[config.mk]
export PLATFORM = sky130hd
export DESIGN_NAME = mac_result_collector
export DESIGN_NICKNAME = d
export VERILOG_FILES = /design/src/rtl/mac_result_collector.sv
export SDC_FILE = /design/constraint.sdc
export NUM_CORES = 1
export LEC_CHECK = 0
export ABC_AREA = 0
export CORE_ASPECT_RATIO = 1.5
export CORE_MARGIN = 3
export CORE_UTILIZATION = 56
export CTS_BUF_LIST = sky130_fd_sc_hd__clkbuf_4
export CTS_CLUSTER_SIZE = 10
export DETAILED_ROUTE_END_ITERATION = 12
export PLACE_DENSITY = 0.81
export SLEW_MARGIN = 20
export SYNTH_ARGS = -nofsm -noshare
export SYNTH_HDL_FRONTEND = slang
export SYNTH_SLANG_ARGS = --single-unit
[constraint.sdc]
create_clock -name clk -period 2.2 [get_ports clk]
set_clock_uncertainty 0.05 [all_clocks]
set_input_delay 0.33 -clock clk [delete_from_list [all_inputs] [get_ports clk]]
set_output_delay 0.33 -clock clk [all_outputs]
set_load 0.01 [all_outputs]
[src/rtl/mac_result_collector.sv]
// Receive-side FIFO for the accumulator result stream: strobed words in, valid/ready out.
// Optional COLLECT_CNT_EN adds a 16-bit rx_count of all strobes (accepted + dropped).
module mac_result_collector #(
    parameter int DATA_W = 20,
    parameter int DEPTH  = 4
) (
    input  logic                     clk,
    input  logic                     reset,
    input  logic [DATA_W-1:0]        f_in,
    input  logic                     f_valid,
    output logic [DATA_W-1:0]        out_data,
    output logic                     out_valid,
    input  logic                     out_ready,
    output logic [$clog2(DEPTH):0]   level,
    output logic                     overflow,
    input  logic                     clear_ovf
`ifdef COLLECT_CNT_EN
    ,
    output logic [15:0]              rx_count
`endif
);
    localparam int PW = $clog2(DEPTH);
    localparam int LW = PW + 1;

    logic [DATA_W-1:0] mem [DEPTH];
    logic [PW-1:0]     wr_ptr, rd_ptr;
    logic              full, empty, push, pop, drop;

    assign empty     = (level == '0);
    assign full      = (level == LW'(DEPTH));
    assign out_valid = !empty;
    assign out_data  = out_valid ? mem[rd_ptr] : '0;
    assign pop       = out_valid && out_ready;
    // Upstream cannot stall: a full FIFO only accepts when a pop frees the head slot.
    assign push      = f_valid && (!full || pop);
    assign drop      = f_valid && full && !pop;

    always_ff @(posedge clk) begin
        if (!reset && push)
            mem[wr_ptr] <= f_in;
    end

    always_ff @(posedge clk) begin
        if (reset) begin
            wr_ptr   <= '0;
            rd_ptr   <= '0;
            level    <= '0;
            overflow <= 1'b0;
        end else begin
            if (push) wr_ptr <= wr_ptr + 1'b1;
            if (pop)  rd_ptr <= rd_ptr + 1'b1;
            case ({push, pop})
                2'b10:   level <= level + 1'b1;
                2'b01:   level <= level - 1'b1;
                default: level <= level;
            endcase
            // Set wins over clear so a drop in the clearing cycle is never lost.
            if (drop)           overflow <= 1'b1;
            else if (clear_ovf) overflow <= 1'b0;
        end
    end

`ifdef COLLECT_CNT_EN
    always_ff @(posedge clk) begin
        if (reset)        rx_count <= '0;
        else if (f_valid) rx_count <= rx_count + 16'd1;
    end
`endif

endmodule

* Word level (Yosys, flattened, before mapping)
Memory sizes are Yosys's and may differ from the RTL's. A register that Yosys moved wholly into a read port is not among the register bits.
Cells that the tools add are included.
** Word-level totals
- Memories :: 1
- Logic and storage cells :: 33
- Memory bits (writable) :: 80
- Input bits :: 25
- Output and inout port bits :: 25
- Latch bits :: 0
- Register bits after elaboration :: 8
- Bits in read-only memories :: 0
** Memories
- mem :: words 4, width 20, read ports 1, clocked after Yosys merged registers in 1, wr ports 1, RTL line 25 : logic [DATA_W-1:0] mem [DEPTH];
** Operators by class
- Shift operators :: 0
- Bitwise gates (word level) :: 0
- Add/subtract/negate cells :: 4
- Equality and inequality tests :: 3
- Divide/modulo/power cells :: 0
- Reductions and logical operators :: 13
- Multiplexer cells :: 8
- Multipliers :: 0
- $lt $le $gt $ge :: 0
** Operator list (number)
- 20-bit 2-to-1 mux :: 1
- 3-bit one-hot mux with 2 select lines :: 1
- 1-bit logical AND :: 5
- 2-bit by 1-bit adder with 2-bit output, second input constant :: 2
- 1-bit zero test :: 4
- 1-bit 2-to-1 mux :: 4
- 2-bit 2-to-1 mux :: 2
- 2-bit nonzero test :: 2
- 3-bit by 1-bit adder with 3-bit output, second input constant :: 1
- 3-bit == test, second input constant :: 1
- 3-bit zero test :: 1
- 3-bit by 1-bit subtractor with 3-bit output, second input constant :: 1
- 2-bit by 1-bit == test with 1-bit output, second input constant :: 1
- 2-bit == test, second input constant :: 1
- 1-bit logical OR :: 1

* Depth between registers and ports, before layout
Gate-level depths: netlist of run 1.
- Depth in word-level cells :: 8
- Mapped depth :: 9
- Gate-level depth less buffers :: 7

* Worst setup path after synthesis of run 1
OpenSTA, ideal clock, no wires.
- Path type :: reg-to-reg
- Start point :: reg level[2]
- End point :: reg level[2]
- Buffers on the path :: 2
- Data required time :: 2076 ps
- Cell stages (with the launch flop) :: 10
- Setup time :: 74 ps
- Setup slack :: 83 ps
- Arrival time :: 1993 ps
- Period minus slack after synthesis :: 2117 ps
- Cells stage by stage :: dfxtp_1 -> buf_6 -> nor3_1 -> clkbuf_1 -> inv_1 -> nand3_1 -> fa_1 -> nand2b_1 -> or3b_1 -> a31oi_1
** On the way
- Cells in the longest elaborated chain, start to end :: 7
- Elaborated cells on any way between the ends :: 13
- Those cells by class :: add/sub (2); eq/ne (3); mux (1); reduce/logical (7)
** RTL lines
- start: declaration :: RTL line 14 : output logic [$clog2(DEPTH):0] level,
- start signal: assignment :: RTL line 53 : 2'b10: level <= level + 1'b1;
- start signal: assignment :: RTL line 54 : 2'b01: level <= level - 1'b1;
- start signal: assignment :: RTL line 55 : default: level <= level;
- 3-bit zero test (*) :: RTL line 29 : assign empty = (level == '0);
- 1-bit zero test (*) :: RTL line 31 : assign out_valid = !empty;
- via out_valid :: RTL line 12 : output logic out_valid,
- 1-bit logical AND (*) :: RTL line 33 : assign pop = out_valid && out_ready;
- 1-bit logical OR :: RTL line 35 : assign push = f_valid && (!full || pop);
- 1-bit logical AND :: RTL line 35
- 2-bit by 1-bit == test with 1-bit output or 2-bit == test (tied branches) :: RTL line 52 : case ({push, pop})
- 3-bit one-hot mux with 2 select lines or 2-bit nonzero test (tied branches)
The timed path passes the listed nets; every way through them passes the cells marked *.
A chain may end at the register's enable or synchronous reset.

==> reports/qor.csv, run 1 <==
metric,value,unit
fin_nets,296,
r2r_start,level[2],
antenna_found_initial,0,
cts_tree,done,
clk_latency,420,ps
arrival,1810,ps
end_kind,primary output,
finalMaxSlewViolations,0,
finalSetupViolCount,0,
grt_usage,18.7,%
firstDrtPassIters,4,
grt_remaining_overflow,0,
reg2reg_to,level[2],
critPathMaxFanout,7,
synth_area_leaders,"edfxtp_1 66%, mux4_2 12%, dfxtp_1 5.5%",
fin_hold_ws,484,ps
syn2layout_area_growth,22.8,%
via_per_inst,5.53,
drt_wl_total,6370,um
yosysWarningCount,0,
num_vias,1903,
wl_per_cell,18.5,um
num_io_pins,50,
ys_types,32,
syn_area,3630,um^2
rsz0062_at_grt,yes,
required,1820,ps
async_reset_ff_share,0,%
numPortBuffers,49,
ant_nets,0,
synth_top_cell_by_area,edfxtp_1,
dr.first_iter.drc_count,123,
synth_area_per_cell,18.6,um^2
powerDensity,999,nW/um^2
antenna_cells,0,
min_to,mem[0][3],
ir_worst_vdd,573,uV
grt_pass1_vias,2019,
drv_cap,0,
num-fill-cells,415,
synth_edf_count,80,
hold_start,f_in[3],
reg2reg_depth,8,
route.detailed.drc,0,
rows,35,
layoutNonFillerInstCount,344,
grt_max_degree,21,
seq_area_frac_synth,71.7,%
hold_viol,0,
layout_min_cycle_time,2190,ps
tns,0,ps
root_buffer,clkbuf_4,
synth.most_common_cell,edfxtp_1,
hold_buffers,0,
synth_seq_cells,90,
hpwl,4240,um
worstMarginPinSlew,492,ps
startpoint_type,flip-flop,
p_leak,1.55,nW
ys_top_cells_by_count,"80 x edfxtp_1, 20 x mux4_2, 16 x nor2b_1",
htree_levels,3,
core-area,6220,um^2
gp_congestion,0.795,
clock_path_buffers,2,
drive_above_1_share,30.0,%
syn_inst,195,
place_inst,324,
synth_top_flop_cell,edfxtp_1,
die_x,71.8,um
clkTransAtPathRegs,130,ps
cts_sinks,90,
hold_path.class,in -> reg,
grt_pass1_wl,10300,um
slew_headroom,66.8,%
die_area,7510,um^2
holdPathStages,1,
criticalPathCategory,reg -> out,
status,"complete, no violations",
die_y,105,um
finalCritPeriodShare,99.8,%
synth_top_cell_area_share,66.1,%
syn-num-nets,225,
start_util,58.4,%
fmax,0.456,GHz
rrSetupSlack,310,ps
cts-buffers-inserted,9,
-- cell type report --
cell class / instances / area, um^2 / share of cell area (%)
sequential: 90 / 2610 / 58.4
timing repair buffer: 71 / 677 / 15.2
clock buffer: 9 / 67.6 / 1.51
multi-input combinational: 88 / 961 / 21.5
clock inverter: 6 / 33.8 / 0.757
inverter: 6 / 22.5 / 0.505
tap: 74 / 92.6 / 2.08
-- sequential cells by signal, summed over array words and instances, names as in the netlist, named ones only --
signal / flops
level: 3
rd_ptr: 2
wr_ptr: 2
mem: 80
overflow: 1
-- power by group --
| group | internal (mW) | leakage [nW] | switching (mW) |
|---|---|---|---|
| clock | 0.219 | 0.0570 | 0.509 |
| combinational | 0.956 | 0.682 | 0.755 |
| sequential | 1.96 | 0.809 | 0.0535 |
-- cells in the final DEF, fill, tap and decap left out, types with 2 or more instances in the layout --
cell and n:
a21oi_1 3, a31oi_1 2, and2_1 4, and2b_1 6, buf_12 8, buf_2 19
buf_4 10, buf_6 5, clkbuf_4 9, clkdlybuf4s50_1 29, clkinv_1 2, clkinv_2 2
dfxtp_1 9, edfxtp_1 80, ha_1 4, inv_1 6, mux2_1 2, mux4_2 20
nand2b_1 2, nor2_1 10, nor2b_1 14, o21ai_0 2, xor2_1 2
-- layer usage --
layer | track usage [%] | up-vias | share of wire [%]
met5 | 0 | - | 0
met4 | 10.2 | 0 | 2.7
met3 | 3.66 | 13 | 5.8
met2 | 31.4 | 55 | 54
met1 | 22.2 | 935 | 38
li1 | - | 900 | -
-- stage by stage --
stage / setup slack [ps] / instance area (um^2) / util [%] / power, mW
3_5_place_dp: 82.9 / 4340 / 69.7 / 3.73
5_1_grt: -60.8 / 4460 / 71.7 / 4.69
6_report: 5.29 / 4460 / 71.7 / 4.46
4_1_cts: -37.1 / 4440 / 71.4 / 4.45
2_1_floorplan: 82.9 / 3630 / - / 2.97
3_3_place_gp: 126 / 4340 / 69.7 / 3.69
-- worst max-delay path: stages, from the launching register on --
cell	delay [ps]
dfxtp_4	400
buf_12	140
buf_12	100
mux4_2	470
and2b_1	160
buf_2	130
-- how the worst max path moves through the flow --
stage	from	to	slack, ps	depth (start not counted)
floorplan	level[2]	level[2]	80	9
global placement	flip-flop	out_data[11]	130	4
detailed placement	flip-flop	out_data[11]	80	4
CTS	flip-flop	out_data[15]	-40	4
global route	flip-flop	out_data[4]	-60	5
finish	flip-flop	out_data[4]	5	5
-- logic make-up after synthesis --
group | synth area share (%)
DFF | 71.6
and+or+nand+nor | 7.99
AOI/OAI and AO/OA | 2.10
xor gates and xnor gates | 0.724
muxes | 13.3
buffers and inverters | 2.31
adders and majority gates | 1.93
-- what timing repair did --
action	4_1_cts	5_1_grt
setup endpoints to repair	20	9
resized for setup	87	9
setup buffers	4	1
No activity file was read; power rests on OpenSTA's default activity.
==> run 2, diff against run 1 <==
--- a/config.mk
+++ b/config.mk
@@ -6,6 +6,7 @@
 export NUM_CORES = 1
 export LEC_CHECK = 0
 export ABC_AREA = 0
+export CAP_MARGIN = 40
 export CORE_ASPECT_RATIO = 1.5
 export CORE_MARGIN = 3
 export CORE_UTILIZATION = 56
==> results of run 2 <==
The final DEF is identical to that of run 1; final timing and power are the same.
==> run 3, diff against run 2 <==
--- a/config.mk
+++ b/config.mk
@@ -8,11 +8,12 @@
 export ABC_AREA = 0
 export CAP_MARGIN = 40
 export CORE_ASPECT_RATIO = 1.5
-export CORE_MARGIN = 3
+export CORE_MARGIN = 2
 export CORE_UTILIZATION = 56
 export CTS_BUF_LIST = sky130_fd_sc_hd__clkbuf_4
 export CTS_CLUSTER_SIZE = 10
 export DETAILED_ROUTE_END_ITERATION = 12
+export GPL_TIMING_DRIVEN = 0
 export PLACE_DENSITY = 0.81
 export SLEW_MARGIN = 20
 export SYNTH_ARGS = -nofsm -noshare
==> reports/qor.csv, run 3 (synthesized netlist as in run 1, its figures left out) <==
metric,value,unit,change
required,1820,ps,about the same
fin_nets,294,,-0.68%
die_area,7160,um^2,-4.6%
mostFrequentLayoutCells,"80 x edfxtp_1, 26 x clkdlybuf4s50_1, 20 x mux4_2",,
die_y,103,um,-1.9%
pwr-share-seq,38.9,%,-6.4 points
antenna_found_initial,0,,unchanged
core-area,6220,um^2,unchanged
htree_levels,3,,unchanged
p_int,3.69,mW,+18%
slew_headroom,63.5,%,-3.3 points
drv_cap,0,,unchanged
swShare,29.0,%,-0.61 points
antenna_cells,0,,unchanged
place_inst,320,,-1.2%
ir_worst_vdd,662,uV,+16%
status,"finished, violations left",,
fmax,0.450,GHz,-1.3%
rows,35,,unchanged
drive_above_1_share,34.9,%,+4.9 points
num_io_pins,50,,unchanged
dr.first_iter.drc_count,125,,+1.6%
critPathMaxFanout,5,,-2
gp_congestion,0.768,,-3.4%
num-fill-cells,361,,-13%
rsz0062_at_grt,yes,,
clkTransAtPathRegs,140,ps,about the same
finalCritPeriodShare,101,%,+1.3 points
p_leak,1.64,nW,+5.9%
reg_top3,"mem (80), level (3)",,
hpwl,4230,um,-0.12%
grt_pass1_vias,2085,,+3.3%
via_per_inst,5.54,,about the same
cts_tree,done,,
finalMaxSlewViolations,0,,unchanged
multi_input_area,1050,um^2,+9.1%
powerDensity,1110,nW/um^2,+12%
start_util,58.4,%,unchanged
clk_latency,420,ps,about the same
grt_usage,21.0,%,+2.3 points
worstMarginPinSlew,547,ps,+55.5 ps
firstDrtPassIters,4,,unchanged
criticalPathCategory,reg -> out,,
seqCellArea,2610,um^2,about the same
die_x,69.8,um,-2.8%
startpoint_type,flip-flop,,
finalSetupViolCount,4,,+4
final_core_util,74.9,%,+3.2 points
arrival,1840,ps,+30 ps
final_common_cell,edfxtp_1,,
route.detailed.drc,0,,unchanged
postLayoutCellArea,4660,um^2,+4.4%
clock_path_buffers,2,,unchanged
cts-buffers-inserted,9,,unchanged
drt_wl_total,6550,um,+2.9%
hold_buffers,0,,unchanged
numPortBuffers,47,,-4.1%
syn2layout_area_growth,28.2,%,
clockPowerShare,19.8,%,+3.5 points
setup_ws,-24.2,ps,-29.5 ps
layout_min_cycle_time,2220,ps,+29.5 ps
num_vias,1899,,-0.21%
comb_power_share,41.4,%,+3.0 points
ant_nets,0,,unchanged
grt_remaining_overflow,0,,unchanged
fin_hold_ws,212,ps,-272 ps
power_switching,1.50,mW,+14%
grt_max_degree,17,,-19%
hold_viol,0,,unchanged
end_kind,primary output,,
layoutNonFillerInstCount,343,,-0.29%
cts_sinks,90,,unchanged
largest_reg_flops,80,,unchanged
failed_checks,negative setup slack,,
dpl_cell_area,4250,um^2,-2.0%
hold_path.class,in -> reg,,
wl_per_cell,19.1,um,+3.2%
root_buffer,clkbuf_4,,
grt_pass1_wl,10900,um,+6.2%
top_register,mem,,
==> run 3: cell count changes in the layout (fill, tap and decap cells not counted), sizes merged <==
cell           change
bufinv             +2
inv                +1
clkinv             -2
buf                -5
clkbuf             +5
clkdlybuf4s50      -3
dlygate4sd2        +1
==> run 3: worst max-delay path: stages (launching register included) <==
cell and delay, ps:
dfxtp_4 380, buf_6 120, buf_12 120, mux4_2 500, and2b_1 170, buf_2 130
==> run 3: through the flow <==
step	setup TNS [ps]	worst slack (ps)	power (mW)
2_1_floorplan	0	82.9	2.97
3_3_place_gp	-23570	-280	3.62
3_5_place_dp	-7940	-293	3.65
4_1_cts	-520	-85.3	5.05
5_1_grt	-1400	-110	5.45
6_report	-44.9	-24.2	5.19
==> run 3: per-layer routing <==
layer  vias to the layer above  track usage [%]  share of wire (%)
met5                         -                0                  0
met4                         0             8.88                1.8
met3                        10             4.11                4.1
met2                        53             37.5                 54
met1                       943             25.3                 40
li1                        893                -                  -
==> run 3: path summary, 6_finish.rpt <==
check / startpoint / endpoint / slack [ps] / depth (start not counted)
setup reg to reg: level[2] / mem[1][3] / 170 / 5
hold / removal: f_valid / wr_ptr[1] / 210 / 3
setup / recovery: flip-flop / out_data[4] / -20 / 5
hold reg to reg: rd_ptr[0] / flip-flop / 510 / 2
==> run 3: cell type report <==
| cell class | count | area share, % |
|---|---|---|
| Buffer | 11 | 2.44 |
| Clock buffer | 9 | 1.45 |
| Clock inverter | 7 | 2.15 |
| Inverter | 6 | 0.483 |
| Multi-Input combinational cell | 88 | 22.5 |
| Sequential cell | 90 | 56.0 |
| Tap cell | 74 | 1.99 |
| Timing Repair Buffer | 58 | 13.0 |
==> run 3: power groups by stage <==
stage	Clock [mW]	Combinational (mW)	Sequential, mW
after floorplan	0	0.924	2.04
after global placement	0	1.58	2.04
after detailed placement	0	1.61	2.04
after CTS	1.04	1.99	2.02
after global routing	1.12	2.30	2.03
final	1.03	2.15	2.02
==> run 3: timing repair <==
action | CTS | global route
endpoints found under the setup margin | 23 | 29
cloned | 2 | 0
pin swaps | 1 | 0
setup buffers | 6 | 0
gates resized for setup | 116 | 21
